`src/rtl/uart_receiver.sv`:
```
// ============================================================================
// Module   : uart_receiver
// Purpose  : Serial-to-parallel UART receiver (8 data bits, LSB first, one
//            stop bit). Two-flop synchroniser on rx_i, start bit validated at
//            mid-bit, data and stop bits sampled at mid-bit. Each good frame
//            is presented on data with a one-cycle valid pulse.
// Params   : IN_FREQ / OUT_FREQ -> bit period DIV = IN_FREQ/OUT_FREQ clocks
//            (4 <= DIV <= 65535).
// Macro    : UART_RX_PARITY_EN - when defined, an even-parity bit follows the
//            data bits and parity_err is functional; otherwise parity_err = 0.
// Ports    : clk        - clock, rising edge
//            reset      - asynchronous, active-high reset
//            rx_i       - serial line, idle high, asynchronous to clk
//            data       - last correctly received byte
//            valid      - one-cycle pulse when data is updated
//            busy       - high while a frame is being received
//            frame_err  - one-cycle pulse when the stop bit is sampled low
//            parity_err - one-cycle pulse on a parity mismatch
// Revision : 1.0 - initial release
// ============================================================================
`default_nettype none

module uart_receiver #(
  parameter int IN_FREQ  = 220052,
  parameter int OUT_FREQ = 96
) (
  input  logic       clk,
  input  logic       reset,
  input  logic       rx_i,
  output logic [7:0] data,
  output logic       valid,
  output logic       busy,
  output logic       frame_err,
  output logic       parity_err
);

  localparam int          DIV_INT = IN_FREQ / OUT_FREQ;
  localparam logic [15:0] DIV     = DIV_INT[15:0];
  localparam logic [15:0] HALF    = DIV >> 1;

  localparam logic [2:0] S_IDLE   = 3'd0;
  localparam logic [2:0] S_START  = 3'd1;
  localparam logic [2:0] S_DATA   = 3'd2;
`ifdef UART_RX_PARITY_EN
  localparam logic [2:0] S_PARITY = 3'd3;
`endif
  localparam logic [2:0] S_STOP   = 3'd4;
  localparam logic [2:0] S_BREAK  = 3'd5;

  logic        sync1_q, sync2_q;
  logic [2:0]  state_q, state_d;
  logic [15:0] cnt_q,   cnt_d;
  logic [2:0]  idx_q,   idx_d;
  logic [7:0]  shreg_q, shreg_d;
  logic [7:0]  data_q,  data_d;
  logic        valid_q, valid_d;
  logic        busy_q,  busy_d;
  logic        ferr_q,  ferr_d;
  logic        w_rx_s;
  logic        w_expire;
  logic        w_par_bad;

`ifdef UART_RX_PARITY_EN
  logic        perr_q,  perr_d;
  logic        pbad_q,  pbad_d;   // parity result held from PARITY until STOP
  assign w_par_bad  = pbad_q;
  assign parity_err = perr_q;
`else
  assign w_par_bad  = 1'b0;
  assign parity_err = 1'b0;
`endif

  assign w_rx_s    = sync2_q;
  // The counter is loaded with N on entry; the sample happens N edges later.
  assign w_expire  = (cnt_q == 16'd1);

  assign data      = data_q;
  assign valid     = valid_q;
  assign busy      = busy_q;
  assign frame_err = ferr_q;

  always_comb begin
    state_d = state_q;
    cnt_d   = cnt_q;
    idx_d   = idx_q;
    shreg_d = shreg_q;
    data_d  = data_q;
    busy_d  = busy_q;
    valid_d = 1'b0;
    ferr_d  = 1'b0;
`ifdef UART_RX_PARITY_EN
    perr_d  = 1'b0;
    pbad_d  = pbad_q;
`endif
    case (state_q)
      S_IDLE: begin
        if (!w_rx_s) begin
          cnt_d   = HALF;
          busy_d  = 1'b1;
          state_d = S_START;
        end
      end
      S_START: begin
        if (w_expire) begin
          if (!w_rx_s) begin
            cnt_d   = DIV;
            idx_d   = 3'd0;
            state_d = S_DATA;
          end else begin
            // Line went back high before mid-bit: treat as a glitch.
            cnt_d   = 16'd0;
            busy_d  = 1'b0;
            state_d = S_IDLE;
          end
        end else begin
          cnt_d = cnt_q - 16'd1;
        end
      end
      S_DATA: begin
        if (w_expire) begin
          shreg_d[idx_q] = w_rx_s;
          cnt_d          = DIV;
          if (idx_q == 3'd7) begin
`ifdef UART_RX_PARITY_EN
            state_d = S_PARITY;
`else
            state_d = S_STOP;
`endif
          end else begin
            idx_d = idx_q + 3'd1;
          end
        end else begin
          cnt_d = cnt_q - 16'd1;
        end
      end
`ifdef UART_RX_PARITY_EN
      S_PARITY: begin
        if (w_expire) begin
          // Even parity: the parity bit equals the XOR of the data bits.
          pbad_d  = w_rx_s ^ (^shreg_q);
          cnt_d   = DIV;
          state_d = S_STOP;
        end else begin
          cnt_d = cnt_q - 16'd1;
        end
      end
`endif
      S_STOP: begin
        if (w_expire) begin
          cnt_d = 16'd0;
          if (w_rx_s) begin
            if (w_par_bad) begin
`ifdef UART_RX_PARITY_EN
              perr_d = 1'b1;
`endif
            end else begin
              data_d  = shreg_q;
              valid_d = 1'b1;
            end
            busy_d  = 1'b0;
            state_d = S_IDLE;
          end else begin
            ferr_d  = 1'b1;
            state_d = S_BREAK;
          end
        end else begin
          cnt_d = cnt_q - 16'd1;
        end
      end
      S_BREAK: begin
        // Hold off until the line returns high so a stuck-low line is not
        // decoded as a stream of 0x00 frames.
        if (w_rx_s) begin
          busy_d  = 1'b0;
          state_d = S_IDLE;
        end
      end
      default: begin
        cnt_d   = 16'd0;
        busy_d  = 1'b0;
        state_d = S_IDLE;
      end
    endcase
  end

  always_ff @(posedge clk or posedge reset) begin
    if (reset) begin
      sync1_q <= 1'b1;
      sync2_q <= 1'b1;
      state_q <= S_IDLE;
      cnt_q   <= 16'd0;
      idx_q   <= 3'd0;
      shreg_q <= 8'h00;
      data_q  <= 8'h00;
      valid_q <= 1'b0;
      busy_q  <= 1'b0;
      ferr_q  <= 1'b0;
`ifdef UART_RX_PARITY_EN
      perr_q  <= 1'b0;
      pbad_q  <= 1'b0;
`endif
    end else begin
      sync1_q <= rx_i;
      sync2_q <= sync1_q;
      state_q <= state_d;
      cnt_q   <= cnt_d;
      idx_q   <= idx_d;
      shreg_q <= shreg_d;
      data_q  <= data_d;
      valid_q <= valid_d;
      busy_q  <= busy_d;
      ferr_q  <= ferr_d;
`ifdef UART_RX_PARITY_EN
      perr_q  <= perr_d;
      pbad_q  <= pbad_d;
`endif
    end
  end

endmodule

`default_nettype wire

```
`config.mk`:
```
export PLATFORM = sky130hd
export DESIGN_NAME = uart_receiver
export DESIGN_NICKNAME = d
export VERILOG_FILES = /design/src/rtl/uart_receiver.sv
export SDC_FILE = /design/constraint.sdc
export NUM_CORES = 1
export LEC_CHECK = 0
export BUFFER_PORTS_ARGS = -buffer_cell sky130_fd_sc_hd__buf_4
export CORE_MARGIN = 2
export CORE_UTILIZATION = 55
export DETAILED_ROUTE_END_ITERATION = 12
export GPL_ROUTABILITY_DRIVEN = 1
export GPL_TIMING_DRIVEN = 0
export PLACE_DENSITY = 0.75
export SLEW_MARGIN = 20
export SYNTH_ARGS = -nofsm -noshare
export SYNTH_HDL_FRONTEND = slang
export SYNTH_SLANG_ARGS = --single-unit
```
`constraint.sdc`:
```
create_clock -name clk -period 2.9 [get_ports clk]
set_input_delay 0.29 -clock clk [delete_from_list [all_inputs] [get_ports clk]]
set_output_delay 0.29 -clock clk [all_outputs]
set_load 0.01 [all_outputs]
```
==> results of run 1 <==
-- kinds of logic (layout without fill, tap and decap cells) --
family          after synthesis  count (layout)  share of synthesized area, %
compound gates               65              65                          17.9
xor+xnor                      4               4                          1.45
fa+ha+maj                     4               4                          2.08
buf+inv                      26              49                          4.41
flops                        43              43                          44.7
mux                          19              19                          8.77
other cells                   1               1                         0.156
simple gates                 85              85                          20.6
-- state kept, by name (all words and copies together), names as in the netlist --
signal     count
cnt_q         16
data           8
shreg_q        8
idx_q          3
state_q        3
busy           1
frame_err      1
sync1_q        1
sync2_q        1
valid          1
-- cell type report --
type | instances | area, um2 | share of cell area (%)
plain buffers | 16 | 68.8 | 2.56
clock buffers | 6 | 72.6 | 2.70
clock inverters | 2 | 13.8 | 0.512
inverters | 10 | 37.5 | 1.40
multi-input cells | 178 | 1230 | 45.6
flip-flops and latches | 43 | 1080 | 40.1
well taps | 52 | 65.1 | 2.42
repair buffers | 15 | 128 | 4.74
-- metrics by stage --
| step | std cells | setup slack, ns | area [um2] | utilization (%) |
|---|---|---|---|---|
| 3_3_place_gp | 312 | 0.400 | 2570 | 59.9 |
| 6_report | 322 | 0.337 | 2690 | 62.6 |
| 3_5_place_dp | 313 | 0.393 | 2590 | 60.4 |
| 5_1_grt | 322 | 0.204 | 2690 | 62.6 |
| 4_1_cts | 322 | 0.379 | 2690 | 62.6 |
| 2_1_floorplan | 247 | 0.633 | 2410 | - |
-- per-layer routing --
layer / routed length [um] / share of wire [%] / vias up / track usage, %
met5: 0 / 0 / - / 0
met4: 65 / 1.3 / 0 / 7.91
met3: 248 / 5.1 / 6 / 4.91
met2: 2240 / 46 / 58 / 32.7
met1: 2340 / 48 / 924 / 31.4
li1: - / - / 959 / -
-- power by group --
part / switching, uW / internal (uW)
Sequential: 0.648 / 602
Combinational: 21.2 / 9.24
Clock: 208 / 170
-- worst reg2reg max path: cells and delay by family, from the launching register on --
kind	cells	cell delay, ns
buffers and inverters	1	0.17
and+or+nand+nor	4	1.49
DFF	1	0.44
muxes	1	0.35
-- placed cells by master, fill, tap and decap left out, drive strengths merged, types with 8 or more instances in the layout --
cell and count:
nor3 8, o21ai 10, inv 10, buf 18
nand2 11, nand2b 12, nor2 21, clkbuf 18
dfrtp 41, mux2 17, a21oi 13
-- final timing paths --
path	to	slack [ns]	depth (start not counted)
max	shreg_q[3]	0.34	6
min	sync1_q	0.09	1
max reg2reg	shreg_q[3]	0.34	6
min reg2reg	sync2_q	0.36	0
max in group asynchronous	sync1_q	1.82	4
min in group asynchronous	state_q[0]	0.53	3
==> impl_results.md, run 1 <==
* Critical path launch point type: flip-flop
* Synth warn at 0
* Num Clock Sinks at 43
* DRT Pass-1 Iters at 4
* Initial Util at 56.1%
* Post-synth top cells: 41 x dfrtp_1, 21 x nor2_1, 13 x a21oi_1
* Syn avg cell area at 9.76 um2
* Antenna Cells at 0
* Max clock buf depth at 2
* CTS tree: yes
* # rows at 24
* Vias in the first global route at 1810
* Period utilization at 88.4%
* Max-Cap Viols at 0
* # fillers at 371
* Cells along the critical path: or4_1 > buf_2 > nor4_4 > nand2_4 > nor4_1 > mux2_1
* Worst-path fanout max at 9
* Initial antenna violation count at 0
* Crit Path Class: flip-flop to flip-flop
* Main flop type after synthesis: dfrtp_1
* CP top delay family: simple AND/OR/NAND/NOR gates
* WHS at 0.0897 ns
* P&R area growth vs syn at 11.6%
* I/O Buffers at 13
* Dpl hpwl at 3460 um
* Final hold viol count at 0
* HP Start: rx_i
* Tot Pwr at 1010 uW
* Most common cell in the netlist: dfrtp_1
* Vias at 1947
* # hold bufs at CTS at 1
* Mapped Area at 0.00241 mm2
* Fmax at 390 MHz
* Worst rel slew slack at 53.5%
* Area leader, netlist: dfrtp_1
* Global route total overflow at 0
* #FFs+latches synth at 43
* Nets at 276
* Lkg Pwr at 0.00124 uW
* Worst slew pin tran at 0.695 ns
* Core box area at 0.00429 mm2
* Global placer's final weighted congestion at 0.832
* Crit path DAT at 2.76 ns
* Synth top area share at 42.6%
* Slowest-stage cell, CP: or4_1
* Die width at 70.2 um
* Largest net degree at the start of global routing at 27
* I/O pins at 15
* First-pass GRT wire length at 8610 um
* # setup viols final at 0
* FF-to-FF Start: cnt_q[8]
* Status: finished, final reports clean
* Post-route DRC at 0
* Chip height at 70.2 um
* Synthesized instance count at 247
* Total Routing Usage GR at 21.9%
* Peak supply drop at 262 uV
* Die footprint at 0.00493 mm2
* Post-Route WL at 4890 um
* Seq/Total Area, Yosys at 44.7%
* Routed len/inst at 15.2 um
* Post-layout min period at 2.56 ns
* Setup_tns at 0 ns
* Layout Skew at 0.0171 ns
* CTS Root Cell: clkbuf_8
* Post-synth net total at 254
* Clock Pin Slew Worst Setup and Hold Paths at 0.09 ns
* CTS Buf Count at 5
* Worst Path Buf+Inv at 1
* # H-tree levels at 2
* Ranking of synthesized cells by area: dfrtp_1 43%, mux2_2 4.7%, mux2_1 3.3%, nor2_1 3.3%, nand2b_1 3.1%
* Ys async rst share at 100%
* Slew Viols, Final at 0
* Clk_lat worst skew at 0.31 ns
* Fraction of layout cells with a size suffix above 1 at 18.5%
* Antenna-violating nets left at 0
* Post-synth EDFFs at 0
* DR vias/cell at 6.05
* Crit path launch: cnt_q[8]
* Worst hold path type: input port to flip-flop
* WP data required at 3.09 ns
* Pwr Density at 376 mW/mm2
* Post-CTS Setup Bufs at 0
* Slowest stage delay, CP at 0.52 ns
* Initial DRC count at 252
* Post-CTS sizing at 0
* RSZ-0062 raised after global routing: no
* Worst setup EP type: flip-flop
* Unique masters post-synth at 56
Note: power is estimated with default switching activity, not from simulation.
==> inputs of run 2 (changes only) <==
SETUP_SLACK_MARGIN = 0.5   (was not set)
==> impl_results.md, run 2 (synthesis gave the netlist of run 1 again) <==
* Core box area at 0.00429 mm2 (unchanged)
* Die width at 70.2 um (unchanged)
* Post-route DRC at 0 (unchanged)
* Initial antenna violation count at 0 (unchanged)
* Crit-path most repeated cell: buf_6
* Worst slew pin tran at 0.686 ns (-0.00911 ns)
* Die footprint at 0.00493 mm2 (unchanged)
* RSZ-0062 raised after global routing: no
* Final hold viol count at 0 (unchanged)
* Internal power at 781 uW (about the same)
* Top Usage Layer GRT: met2
* Slew Viols, Final at 0 (unchanged)
* # rows at 24 (unchanged)
* Seq pwr share at 59.4% (-0.2 points)
* # H-tree levels at 2 (unchanged)
* Fmax at 430 MHz (+10%)
* Most frequent cells in the layout: 40 x dfrtp_1, 25 x buf_4, 21 x nor2_1
* P&R area growth vs syn at 18.1%
* Critical path launch point type: flip-flop
* Slowest-stage cell, CP: or4_4
* CTS Buf Count at 5 (unchanged)
* Reg-to-Reg End: idx_q[0]
* Post-Place Worst Slack at 0.393 ns (unchanged)
* Layout Skew at 0.0179 ns (+0.000734 ns)
* Placed Instances at 313 (unchanged)
* Largest net degree at the start of global routing at 27 (unchanged)
* Routed len/inst at 15.8 um (+3.7%)
* Met3 global-route usage at 5.34% (+0.43 points)
* FF-to-FF Start: cnt_q[8]
* I/O Buffers at 13 (unchanged)
* Cells along the critical path: or4_4 > buf_6 > or2_4 > nor3_4 > buf_6 > buf_4 > nand3_1 > mux2_2
* Initial DRC count at 295 (+17%)
* Tot Pwr at 1010 uW (+0.25%)
* P_sw at 232 uW (+1.0%)
* I/O pins at 15 (unchanged)
* Slowest stage delay, CP at 0.53 ns (about the same)
* Chip height at 70.2 um (unchanged)
* Vias at 2061 (+5.9%)
* Pwr Density at 356 mW/mm2 (-5.3%)
* Post-layout min period at 2.32 ns (-0.239 ns)
* DR vias/cell at 6.19 (+2.4%)
* Peak supply drop at 261 uV (-0.28%)
* Global placer's final weighted congestion at 0.832 (unchanged)
* HP Start: rx_i
* Total Routing Usage GR at 22.2% (+0.31 points)
* Worst-path fanout max at 5 (-4)
* Status: finished, final reports clean
* Hold depth at 1 (unchanged)
* Clock power share at 37.5% (about the same)
* CTS tree: yes
* Global route total overflow at 0 (unchanged)
* Clk_lat worst skew at 0.31 ns (about the same)
* Nets at 287 (+4.0%)
* Max reg flops at 16 (unchanged)
* Initial Util at 56.1% (unchanged)
* Post-Route WL at 5250 um (+7.3%)
* Fin util at 66.3% (+3.6 points)
* Cells on worst reg2reg path at 8 (+2)
* Num Clock Sinks at 43 (unchanged)
* Hold path endpoint: sync1_q
* Crit Path Class: flip-flop to flip-flop
* Vias in the first global route at 1840 (+1.7%)
* Antenna-violating nets left at 0 (unchanged)
* GRT met2 Usage at 33.7% (+0.95 points)
* WP data required at 3.10 ns (about the same)
* # setup viols final at 0 (unchanged)
* First-pass GRT wire length at 8760 um (+1.7%)
* Logic pwr share at 3.1% (about the same)
* Crit path DAT at 2.52 ns (-0.24 ns)
* Lkg Pwr at 0.00133 uW (+7.0%)
* DRT Pass-1 Iters at 5 (+1)
* Clock Pin Slew Worst Setup and Hold Paths at 0.09 ns (about the same)
* Max-Cap Viols at 0 (unchanged)
* Setup_tns at 0 ns (unchanged)
* Net Sw Frac at 22.9% (+0.18 points)
* Worst rel slew slack at 54.1% (+0.61 points)
* Final std cells w/o fill at 333 (+3.4%)
* Most flop-heavy register: cnt_q
* Period utilization at 80.1% (-8.2 points)
* Grt met1 use at 31.4% (+0.094 points)
* CTS Root Cell: clkbuf_8
* Antenna Cells at 0 (unchanged)
* Internal reg-to-reg setup slack at 0.58 ns (+0.24 ns)
* Dpl hpwl at 3460 um (unchanged)
* Post-route setup slack at 0.576 ns (+0.239 ns)
* Commonest non-fill, non-tap cell in the layout: dfrtp_1
* Fraction of layout cells with a size suffix above 1 at 23.8% (+5.3 points)
* Worst hold path type: input port to flip-flop
* Worst setup EP type: flip-flop
* Max clock buf depth at 2 (unchanged)
==> run 2: how the worst max path moves through the flow <==
stage	start	cells after the start	to	slack (ns)
6_report	cnt_q[8]	8	idx_q[0]	0.58
3_5_place_dp	cnt_q[12]	5	shreg_q[3]	0.39
2_1_floorplan	cnt_q[12]	5	shreg_q[3]	0.63
4_1_cts	cnt_q[8]	7	shreg_q[7]	0.47
3_3_place_gp	cnt_q[12]	5	shreg_q[7]	0.40
5_1_grt	cnt_q[8]	8	idx_q[0]	0.50
==> run 2: worst max-delay path, delay by kind of cell (launching register included) <==
family,cells,cell delay (ns)
buffers and inverters,3,0.40
flip-flops,1,0.41
multiplexers,1,0.31
AND/OR/NAND/NOR,4,1.09
==> run 2: per-layer routing <==
| metal | vias up | part of all wire (%) |
|---|---|---|
| met2 | 81 | 47 |
| met5 | - | 0 |
| li1 | 981 | - |
| met3 | 7 | 5.3 |
| met4 | 0 | 1.3 |
| met1 | 992 | 47 |
==> run 2: cell type report <==
cell class	instances	area, um2
multi-input cells	178	1280
clock inverters	2	13.8
fillers	353	1450
inverters	10	37.5
flip-flops and latches	43	1080
clock buffers	6	72.6
well taps	52	65.1
repair buffers	26	214
plain buffers	16	86.3
==> run 2: stage by stage <==
| step | area, um2 | hold WS, ns |
|---|---|---|
| finish | 2850 | 0.0914 |
| global route | 2850 | 0.0768 |
| CTS | 2740 | 0.0840 |
| detailed placement | 2590 | 0.314 |
| global placement | 2570 | 0.345 |
| floorplan | 2410 | 0.294 |
==> run 2: power by group through the flow <==
stage | Sequential (uW) | Clock, uW | Combinational [uW]
3_3_place_gp | 614 | 0 | 26.5
2_1_floorplan | 614 | 0 | 18.6
5_1_grt | 602 | 415 | 36.5
4_1_cts | 602 | 388 | 32.1
3_5_place_dp | 614 | 0 | 30.6
6_report | 602 | 380 | 31.2
==> run 2: repair_timing <==
item	CTS	global route
resized for setup	2	17
setup buffers	5	6
pin swaps	1	4
hold buffers	1	0
endpoints found under the setup margin	12	28
endpoints found under the hold margin	16	0
